==> src/rtl/fpu_ctrl.sv <==
// FP instruction sequencer: decodes funct7, issues to one unit, waits its latency, retires.
// Optional divider decode enabled by defining FPU_CTRL_FDIV_EN.
module fpu_ctrl #(
  parameter int LAT_ADD  = 2,
  parameter int LAT_MUL  = 2,
  parameter int LAT_DIV  = 6,
  parameter int LAT_SQRT = 5,
  parameter int LAT_CVT  = 1
) (
  input  logic       clk,
  input  logic       rstn,
  input  logic       start,
  input  logic [6:0] funct7,
  output logic [2:0] unit_sel,
  output logic       unit_go,
  output logic       flpt_done,
  output logic       fregwrite,
  output logic       iregwrite,
  output logic       illegal,
  output logic       busy
);

  function automatic int max2(int a, int b);
    return (a > b) ? a : b;
  endfunction

  localparam int MAXL = max2(max2(max2(LAT_ADD, LAT_MUL),
                                  max2(LAT_DIV, LAT_SQRT)),
                             LAT_CVT);
  localparam int CW = (MAXL < 1) ? 1 : $clog2(MAXL + 1);

  localparam logic [2:0] U_ADD  = 3'd0;
  localparam logic [2:0] U_MUL  = 3'd1;
  localparam logic [2:0] U_DIV  = 3'd2;
  localparam logic [2:0] U_SQRT = 3'd3;
  localparam logic [2:0] U_CVT  = 3'd4;
  localparam logic [2:0] U_MISC = 3'd5;

  typedef enum logic [1:0] {IDLE, ISSUE, WAIT, DONE} state_t;
  typedef enum logic [1:0] {WB_F, WB_I, WB_ILL} wb_t;

  state_t        state, state_n;
  wb_t           wb_q, dec_wb;
  logic [2:0]    sel_q, dec_sel;
  logic [CW-1:0] cnt, issue_lat;

  always_comb begin
    dec_sel = U_ADD;
    dec_wb  = WB_ILL;
    unique case (1'b1)
      (funct7 == 7'b0000000),
      (funct7 == 7'b0000100): begin
        dec_sel = U_ADD;  dec_wb = WB_F;
      end
      (funct7 == 7'b0001000): begin
        dec_sel = U_MUL;  dec_wb = WB_F;
      end
`ifdef FPU_CTRL_FDIV_EN
      (funct7 == 7'b0001100): begin
        dec_sel = U_DIV;  dec_wb = WB_F;
      end
`endif
      (funct7 == 7'b0101100): begin
        dec_sel = U_SQRT; dec_wb = WB_F;
      end
      (funct7 == 7'b1100000): begin
        dec_sel = U_CVT;  dec_wb = WB_I;
      end
      (funct7 == 7'b1101000): begin
        dec_sel = U_CVT;  dec_wb = WB_F;
      end
      (funct7 == 7'b0010000),
      (funct7 == 7'b0010100),
      (funct7 == 7'b1111000): begin
        dec_sel = U_MISC; dec_wb = WB_F;
      end
      (funct7 == 7'b1010000),
      (funct7 == 7'b1110000): begin
        dec_sel = U_MISC; dec_wb = WB_I;
      end
      default: begin
        dec_sel = U_ADD;  dec_wb = WB_ILL;
      end
    endcase
  end

  // Illegal ops and misc carry zero latency so they skip WAIT.
  always_comb begin
    issue_lat = '0;
    if (wb_q != WB_ILL) begin
      unique case (sel_q)
        U_ADD:   issue_lat = CW'(LAT_ADD);
        U_MUL:   issue_lat = CW'(LAT_MUL);
        U_DIV:   issue_lat = CW'(LAT_DIV);
        U_SQRT:  issue_lat = CW'(LAT_SQRT);
        U_CVT:   issue_lat = CW'(LAT_CVT);
        default: issue_lat = '0;
      endcase
    end
  end

  always_ff @(posedge clk) begin
    if (!rstn) begin
      state <= IDLE;
      cnt   <= '0;
      sel_q <= U_ADD;
      wb_q  <= WB_F;
    end else begin
      state <= state_n;
      if (state == IDLE && start) begin
        sel_q <= dec_sel;
        wb_q  <= dec_wb;
      end
      if (state == ISSUE)
        cnt <= issue_lat;
      else if (state == WAIT)
        cnt <= cnt - CW'(1);
    end
  end

  always_comb begin
    state_n   = state;
    unit_go   = 1'b0;
    flpt_done = 1'b0;
    fregwrite = 1'b0;
    iregwrite = 1'b0;
    illegal   = 1'b0;
    busy      = (state != IDLE);
    unique case (state)
      IDLE: if (start) state_n = ISSUE;
      ISSUE: begin
        unit_go = (wb_q != WB_ILL);
        state_n = (issue_lat != '0) ? WAIT : DONE;
      end
      WAIT: if (cnt == CW'(1)) state_n = DONE;
      DONE: begin
        flpt_done = 1'b1;
        fregwrite = (wb_q == WB_F);
        iregwrite = (wb_q == WB_I);
        illegal   = (wb_q == WB_ILL);
        state_n   = IDLE;
      end
      default: state_n = IDLE;
    endcase
  end

  assign unit_sel = sel_q;

endmodule

==> config.mk <==
export PLATFORM = sky130hd
export DESIGN_NAME = fpu_ctrl
export DESIGN_NICKNAME = d
export VERILOG_FILES = /design/src/rtl/fpu_ctrl.sv
export SDC_FILE = /design/constraint.sdc
export NUM_CORES = 1
export LEC_CHECK = 0
export BUFFER_PORTS_ARGS = -buffer_cell sky130_fd_sc_hd__buf_2
export CORE_MARGIN = 2
export CORE_UTILIZATION = 49
export DETAILED_ROUTE_END_ITERATION = 8
export PLACE_DENSITY = 0.75
export SKIP_LAST_GASP = 1
export SYNTH_ARGS = -nofsm -noshare
export SYNTH_HDL_FRONTEND = slang
export SYNTH_SLANG_ARGS = --single-unit
==> constraint.sdc <==
create_clock -name clk -period 1.6 [get_ports clk]
set_input_delay 0.32 -clock clk [delete_from_list [all_inputs] [get_ports clk]]
set_output_delay 0.32 -clock clk [all_outputs]
set_load 0.05 [all_outputs]
Yosys cells after proc, flatten, opt, wreduce, memory -nomap -nowiden. Cells that the tools add are included.

Add/subtract/negate cells: 1. Equality and inequality tests: 23. Mux-type cells: 15. Reduce and logical (&&, ||, !) cells: 14.

Operator list (number): $eq 7x7->1 const B (5); $pmux 3 s4 (2); $eq 7x5->1 const B (2); $mux 3 (3); $pmux 2 s4 (1); $reduce_or 8->1 (1); $eq 7x3->1 const B (1); $eq 7x4->1 const B (1); $eq 7x6->1 const B (1); $logic_not 7->1 (1); $eq 2x2->1 const B (3); $eq 3x1->1 const B (2); $eq 3x2->1 const B (2); $mux 1 (6); $reduce_or 5->1 (1); $eq 2x1->1 const B (2); $logic_not 2->1 (2); $mux 2 (2); $ne 2x2->1 const B (2); $pmux 2 s2 (1); $reduce_bool 2->1 (2); $reduce_or 2->1 (2); $eq 3x3->1 const B (1); $logic_not 3->1 (1); 6 further kinds (6).

Bits in registers: 10. Output and inout bits: 9. Logic and storage cells: 57.

Longest topological paths before layout. Gate-level depths: netlist of the first run.

Word-level depth: 7. Gate-level depth with buffers: 6. Gate-level depth less buffers: 6.

Least setup slack after synthesis of the first run. No wires, ideal clock.

Path type: flip-flop to output port. Start: register state[1]. End: output iregwrite. Arrival time: 2158 ps. Data required time: 1280 ps. Setup slack: -878 ps. Stages on the path, launching flop included: 4. Buffers on the path: 0. Path through: dfxtp_1 > ha_1 > inv_1 > nor3b_1.

Word-level cells in the longest chain between the ends: 2.

RTL lines: start, declared (RTL line 42) `state_t state, state_n;`; start signal, assigned (RTL line 109) `state <= state_n;`; $eq 2x2->1 (RTL line 129) `unique case (state)`; $mux 1 (RTL line 129); end, declared (RTL line 18) `output logic iregwrite,`.

No other way between the ends.

Worst setup path in the final report of the first run. Ends and elaborated chain as after synthesis.

==> metrics.txt, run 1 <==
post-DP HPWL=1100 µm; TritonRoute pass-1 iters=4; Slew headroom=0.730; Syn Nets=108; count leader, synth=o21ai_0; RSZ-0062 raised after global routing=no; CP Class=flop to output pin; Max-Cap Viols=0; kind of end point of the critical path=output pin; P&R area growth vs syn=31.0%; vias per std cell=5.38; crit path DAT=1.21 ns; final instance count without filler cells=128; DRC Markers=0; YS warnings=0; CTS tree=built; Worst Path Max Fanout=5; die width=41.6 µm; clk sink count=10; IO Pins=19; Synth Register Bits=10; clock latency on the worst-skew pair=0.27 ns; final setup vio count=0; Pwr Density=1670 nW/µm²; setup TNS=0 ns; sequential share of the synthesized area=0.288; fmax=654 MHz; Synth top area share=0.288; ys async rst share=0; crit path from=state[1]$_SDFFE_PN0P_; pin count of the biggest net entering global routing=11; number of flops mapped to enable cells by yosys=0; first-pass GRT wire length=2370 µm; CTS Buf Count=3; Core Box Area=1320 µm²; family with the most delay on the worst path=flip-flops; Netlist Area Pre-Place=694 µm²; Worst Max-Slew Pin Slew=0.401 ns; dominant cell type by area after synthesis=dfxtp_1; top cells by count, synth=o21ai_0, inv_1, dfxtp_1, nand2_1; clock buffer depth=2; min-delay worst type=primary input to flop; initial antenna violation count=0; CTS clock-pin slew for the worst setup and hold paths=0.06 ns; final WL=1410 µm; Port Buffers=18; Starting Density=0.527; minimum clock period=1.53 ns; grt ovf=0; period utilization=0.956; Pleak=0.385 nW; Largest stage delay, worst path=0.38 ns; placed insts=124; wire per inst=11.0 µm; FF-to-FF Start=state[0]$_SDFFE_PN0P_; clk_skew=0.00454 ns; Unique masters post-synth=28; Critical Path Start Type=flop; CP Cell Sequence=ha_4 -> inv_2 -> nor3b_4 -> buf_6; worst path required time=1.28 ns; Antenna Cells=0; status=finished, final reports clean; Final Hold Fails=0; ANT nets after route=0; layout cells sized above 1=0.336; vias in the first global route=557; CP bufs+invs=2; Placer Congestion=0.797; Clock Tree Root=clkbuf_4; synth top area cells=dfxtp_1, ha_1, o21ai_0; Synth Flop Type=dfxtp_1; fin. max-slew vios=0; Peak VDD IR=0.757 mV; min-delay src=funct7[4]; H-Tree Depth=1; Post-CTS Setup Inserts=0; post-synthesis instance total=91; num rows=13; Critical-path top delay cell=dfxtp_4; Tot GR Track Use=0.178; hold_buf cts=0; Nets=131; Die Span Y=41.6 µm; die footprint=1730 µm²; Detailed Route Iter0 Violations=23; vias after detailed routing=689; syn avg cell area=7.63 µm²
## power by group
group | leakage (nW) | switching, mW | internal (mW)
clock network | 0.0210 | 0.0885 | 0.138
logic | 0.281 | 0.536 | 0.333
registers | 0.0833 | 0.0865 | 0.336
total | 0.385 | 0.711 | 0.807
## cells in the final DEF (no fill, tap or decap), types with 2 or more instances in the layout
master and instances:
nor2_1 6, buf_2 15, nor2b_1 2, nand2_1 10, dfxtp_2 2, a21oi_1 3, ha_1 5, dfxtp_1 7
inv_2 3, inv_1 7, clkbuf_4 3, buf_4 2, o21ai_0 12, nand3_1 6, a31oi_1 2, buf_6 2
nand2b_1 2
## routing by layer
metal	vias to the layer above	wire, µm	GRT usage
met2	15	591	0.253
met3	5	68	0.0565
met4	0	28	0.0774
met1	303	722	0.245
met5	-	0	0
li1	366	-	-
## per-stage QoR
| stage | total power [mW] | instance area, µm² | hold WS (ns) | util | worst slack, ns |
|---|---|---|---|---|---|
| after global routing | 1.64 | 910 | 0.384 | 0.690 | 0.0103 |
| after CTS | 1.49 | 895 | 0.379 | 0.679 | -0.0430 |
| final | 1.52 | 910 | 0.379 | 0.690 | 0.0706 |
| after floorplan | 1.06 | 738 | 0.457 | - | 0.00694 |
| after detailed placement | 1.23 | 850 | 0.486 | 0.645 | 0.123 |
| after global placement | 1.22 | 850 | 0.470 | 0.645 | 0.150 |
## cell families (layout without fill, tap and decap cells)
| kind of cell | count (synthesis) | in the layout | synth area share |
|---|---|---|---|
| AOI/OAI and AO/OA | 25 | 25 | 0.241 |
| xor gates and xnor gates | 1 | 1 | 0.0126 |
| adders and majority gates | 7 | 7 | 0.126 |
| muxes | 1 | 1 | 0.0144 |
| buffers and inverters | 12 | 34 | 0.0667 |
| and+or+nand+nor | 35 | 35 | 0.250 |
| DFF | 10 | 10 | 0.288 |
## timing repair
item | 4_1_cts | 5_1_grt
endpoints found under the hold margin | 0 | 0
gates resized for setup | 4 | 9
endpoints found under the setup margin | 5 | 8
## final timing paths
check | end | cells past startpoint | slack, ns
worst max register to register | state[0]$_SDFFE_PN0P_ | 6 | 0.22
worst min-delay path | unit_sel[2]$_SDFFE_PN0P_ | 3 | 0.38
worst max-delay path | iregwrite | 4 | 0.07
worst min register to register | cnt[2]$_SDFFE_PN0P_ | 2 | 0.49
## worst reg2reg max path: cells and delay by family (launching register included)
kind	cells	cell delay, ns
AO/OA/AOI/OAI	3	0.57
buffers and inverters	2	0.14
flip-flops	1	0.36
adder cells (fa/ha/maj)	1	0.20
## sequential cells by signal, indices dropped and copies added, names as in the netlist
name / cells
state: 2
wb_q: 2
unit_sel: 3
cnt: 3
## layout make-up
cell class | instances | area (µm²)
fill | 107 | 408
clock buffer | 4 | 36.3
multi-input combinational | 69 | 490
timing repair buffer | 19 | 113
sequential | 10 | 206
inverter | 11 | 45.0
tap | 15 | 18.8
No activity file was read; power rests on OpenSTA's default activity.
==> run 2, diff against run 1 <==
--- a/config.mk
+++ b/config.mk
@@ -9,7 +9,7 @@
 export CORE_MARGIN = 2
 export CORE_UTILIZATION = 49
 export DETAILED_ROUTE_END_ITERATION = 8
-export PLACE_DENSITY = 0.75
+export PLACE_DENSITY_LB_ADDON = 0.1
 export SKIP_LAST_GASP = 1
 export SYNTH_ARGS = -nofsm -noshare
 export SYNTH_HDL_FRONTEND = slang
==> run 2 against run 1 <==
  * Die area stayed put
  * Design area is 1.7% higher
  * Worst hold slack worse by 0.0047 ns
  * Utilization is 1.1 points higher
  * Clock-buffer cell count stayed put
  * Combinational power is 4.6% higher
  * Clock power is 4% higher
  * Flip-flop and latch count stayed put
  * Clock skew hardly changed
  * Final cell count stayed put
  * First-iteration DRC count is 74% lower
  * Fmax is 0.15% lower
==> metrics.txt, run 2 (same netlist as run 1, synthesis figures left out) <==
CP bufs+invs=3; status=finished, final reports clean; die footprint=1730 µm²; DRC Markers=0; placed insts=124; Critical-path top delay cell=dfxtp_2; vias per std cell=5.67; Comb pwr share=0.578; Antenna Cells=0; setup TNS=0 ns; CTS clock-pin slew for the worst setup and hold paths=0.07 ns; Slew headroom=0.665; num rows=13; area of the multi-input gates=500 µm²; layout cells sized above 1=0.354; kind of end point of the critical path=output pin; Clock Tree Root=clkbuf_4; Tot GR Track Use=0.212; CP Class=flop to output pin; commonest non-fill, non-tap cell in the layout=buf_2; reg2reg path depth=6; filler instances=113; Detailed Route Iter0 Violations=6; Critical Path Stages=4; clk sink count=10; Critical Path Start Type=flop; Worst Path Max Fanout=5; Nets=131; Peak VDD IR=0.857 mV; Placer Congestion=0.872; vias after detailed routing=726; CTS Buf Count=3; final setup vio count=0; Port Buffers=18; Net Sw Frac=0.480; Switching Power=0.755 mW; CP Cell Sequence=inv_2 -> ha_2 -> clkinvlp_4 -> buf_4; Clock power frac=0.150; wire per inst=13.0 µm; Worst Max-Slew Pin Slew=0.495 ns; initial antenna violation count=0; commonest cells after routing, fill and taps aside=buf_2, o21ai_0, nand2_1, inv_1, dfxtp_1; pre-CTS WS=0.0426 ns; P_int=0.819 mW; Worst Hold Path Cells=3; family with the most delay on the worst path=buffers and inverters; fin. max-slew vios=0; clk_skew=0.00454 ns; clock buffer depth=2; Core Box Area=1320 µm²; RSZ-0062 raised after global routing=no; crit path DAT=1.21 ns; Reg area=206 µm²; hold_buf cts=0; Area after DPL=850 µm²; H-Tree Depth=1; cell area after layout=925 µm²; TritonRoute pass-1 iters=4; minimum clock period=1.53 ns; final worst setup slack=0.0684 ns; Starting Density=0.527; period utilization=0.957; P&R area growth vs syn=33.2%; pin count of the biggest net entering global routing=11; fmax=653 MHz; Final Hold Fails=0; final WL=1660 µm; IO Pins=19; die width=41.6 µm; total power draw=1.57 mW; first-pass GRT wire length=2800 µm; Max-Cap Viols=0; CTS tree=built; post-DP HPWL=1310 µm; Pwr Density=1700 nW/µm²; vias in the first global route=667; grt ovf=0; Post-CTS Setup Inserts=0; ANT nets after route=0; final instance count without filler cells=128; clock latency on the worst-skew pair=0.27 ns; worst path required time=1.28 ns; Largest stage delay, worst path=0.35 ns; Pleak=0.383 nW; sequential power share=0.272; min-delay worst type=primary input to flop; Die Span Y=41.6 µm
## run 2: cell types whose count changed in the layout (fill, tap and decap cells not counted), sizes merged
cell | previous run | this run
buf | 19 | 17
clkbuf | 4 | 6
## run 2: path summary, 6_finish.rpt
path	slack [ns]	to	from
worst min register to register	0.50	cnt[2]$_SDFFE_PN0P_	cnt[2]$_SDFFE_PN0P_
worst max register to register	0.16	state[0]$_SDFFE_PN0P_	state[0]$_SDFFE_PN0P_
worst min-delay path	0.37	unit_sel[2]$_SDFFE_PN0P_	funct7[4]
worst max-delay path	0.07	busy	state[0]$_SDFFE_PN0P_
## run 2: final cells by class
cell class / count / share of cell area
well taps: 15 / 0.0203
inverters: 11 / 0.0487
flip-flops and latches: 10 / 0.223
repair buffers: 19 / 0.127
multi-input cells: 69 / 0.541
clock buffers: 4 / 0.0392
## run 2: tightest hold or removal path, cell delays in order
cell and delay, ns:
buf_2 0.13, nand3_1 0.07, a31oi_1 0.07
## run 2: what timing repair did
item	CTS	global route
pin swaps	0	1
gates resized for setup	6	10
endpoints found under the setup margin	5	6
## run 2: per-layer routing
metal  share of wire  up-vias  GRT usage
met4          0.0084        0      0.103
met2            0.49       17      0.356
met5               0        -          0
met1            0.46      337      0.242
met3           0.043        2     0.0652
li1                -      370          -
## run 2: per-stage QoR
stage / utilization / hold WS (ns)
4_1_cts: 0.684 / 0.370
3_5_place_dp: 0.645 / 0.491
2_1_floorplan: - / 0.457
5_1_grt: 0.702 / 0.375
6_report: 0.702 / 0.374
3_3_place_gp: 0.645 / 0.479
## run 2: power by group through the flow
stage	Combinational (mW)	Sequential, mW	Clock [mW]
after CTS	0.881	0.413	0.241
after floorplan	0.637	0.424	0
final	0.910	0.428	0.236
after global routing	1.00	0.442	0.257
after detailed placement	0.849	0.411	0
after global placement	0.826	0.408	0
==> run 3, diff against run 2 <==
--- a/config.mk
+++ b/config.mk
@@ -6,8 +6,9 @@
 export NUM_CORES = 1
 export LEC_CHECK = 0
 export BUFFER_PORTS_ARGS = -buffer_cell sky130_fd_sc_hd__buf_2
-export CORE_MARGIN = 2
+export CORE_MARGIN = 10
 export CORE_UTILIZATION = 49
+export CTS_CLUSTER_SIZE = 10
 export DETAILED_ROUTE_END_ITERATION = 8
 export PLACE_DENSITY_LB_ADDON = 0.1
 export SKIP_LAST_GASP = 1
==> run 3 against run 2 <==
  * Critical endpoint is now unit_go
  * Clock power down 28%
  * Largest power group unchanged
  * Power fell by 5.9%
  * Worst hold slack improved by 0.012 ns
==> metrics.txt, run 3 (same netlist as run 1, synthesis figures left out) <==
status=finished, final reports clean; Detailed Route Iter0 Violations=9; first-pass GRT wire length=2980 µm; Core Box Area=1320 µm²; Post-CTS Setup Inserts=0; reg2reg path depth=6; layout cells sized above 1=0.321; minimum clock period=1.54 ns; Clock Tree Root=clkbuf_4; period utilization=0.960; Hold Path Sink=cnt[1]$_SDFFE_PN0P_; Worst Path Max Fanout=4; pre-CTS WS=0.0922 ns; fmax=651 MHz; kind of end point of the critical path=output pin; IO Pins=19; clock buffer depth=2; filler instances=118; Pleak=0.376 nW; clk_skew=0.0111 ns; min-delay src=rstn; fin. max-slew vios=0; final WL=1670 µm; total power draw=1.48 mW; Pwr Density=1660 nW/µm²; die width=57.6 µm; P&R area growth vs syn=28.8%; Max-Cap Viols=0; Die Span Y=57.6 µm; wire per inst=13.2 µm; commonest non-fill, non-tap cell in the layout=buf_2; vias after detailed routing=715; Placer Congestion=0.837; clock latency on the worst-skew pair=0.27 ns; Worst Hold Path Cells=3; worst flop-to-flop path endpoint=state[0]$_SDFFE_PN0P_; CP Class=flop to output pin; Starting Density=0.527; worst path required time=1.28 ns; FF-to-FF Start=state[1]$_SDFFE_PN0P_; final worst setup slack=0.0633 ns; grt ovf=0; ANT nets after route=0; CTS clock-pin slew for the worst setup and hold paths=0.07 ns; Peak VDD IR=0.849 mV; initial antenna violation count=0; TritonRoute pass-1 iters=4; vias per std cell=5.63; post-DP HPWL=1350 µm; setup TNS=0 ns; Final Hold Fails=0; Port Buffers=18; CTS Buf Count=3; RSZ-0062 raised after global routing=yes; num rows=13; die footprint=3320 µm²; clk sink count=10; commonest cells after routing, fill and taps aside=buf_2, o21ai_0, nand2_1, inv_1, dfxtp_1; DRC Markers=0; cts repair resizes=4; Worst Max-Slew Pin Slew=0.442 ns; Critical Path Start Type=flop; H-Tree Depth=1; worst reg-to-reg setup slack=0.19 ns; Antenna Cells=0; Slew headroom=0.701; hold_buf cts=0; Tot GR Track Use=0.108; CTS tree=built; vias in the first global route=685; Nets=131; pin count of the biggest net entering global routing=11; final setup vio count=0; crit path DAT=1.22 ns; min-delay worst type=primary input to flop
[run 3: critical path, stage by stage, from the launching register on]
cell and delay, ns:
dfxtp_1 0.40, nand2b_1 0.21, and2_4 0.19, buf_6 0.16
[run 3: area by class of cell]
type	count	area, µm²	area share
well taps	15	18.8	0.0210
repair buffers	19	111	0.124
flip-flops and latches	10	206	0.231
clock buffers	3	22.5	0.0252
inverters	11	45.0	0.0503
multi-input cells	69	490	0.548
[run 3: worst max-delay path by stage]
stage | endpoint | startpoint | cells after the start | slack (ns)
global placement | state[0]$_SDFFE_PN0P_ | state[1]$_SDFFE_PN0P_ | 6 | 0.13
floorplan | state[0]$_SDFFE_PN0P_ | state[0]$_SDFFE_PN0P_ | 6 | 0.007
detailed placement | state[0]$_SDFFE_PN0P_ | state[1]$_SDFFE_PN0P_ | 6 | 0.09
CTS | unit_go | wb_q[1]$_SDFFE_PN0P_ | 3 | -0.03
global route | unit_go | state[1]$_SDFFE_PN0P_ | 4 | -0.003
finish | unit_go | wb_q[0]$_SDFFE_PN0P_ | 3 | 0.06
[run 3: report_power, final]
group | internal, mW | switching (mW) | leakage (nW)
Combinational | 0.335 | 0.552 | 0.279
Clock | 0.0866 | 0.0840 | 0.0138
Sequential | 0.336 | 0.0882 | 0.0833
Total | 0.757 | 0.724 | 0.376
[run 3: per-layer routing]
metal,vias to the layer above,track usage,part of all wire
met3,5,0.0392,0.067
met1,320,0.138,0.49
li1,364,-,-
met2,26,0.160,0.43
met5,-,0,0
met4,0,0.0403,0.013
[run 3: through the flow]
step	instance area, µm²	std cells	hold slack [ns]	utilization
after global routing	895	127	0.409	0.679
after global placement	850	124	0.477	0.645
after CTS	881	127	0.386	0.669
after floorplan	738	91	0.457	-
final	895	127	0.387	0.679
after detailed placement	850	124	0.494	0.645
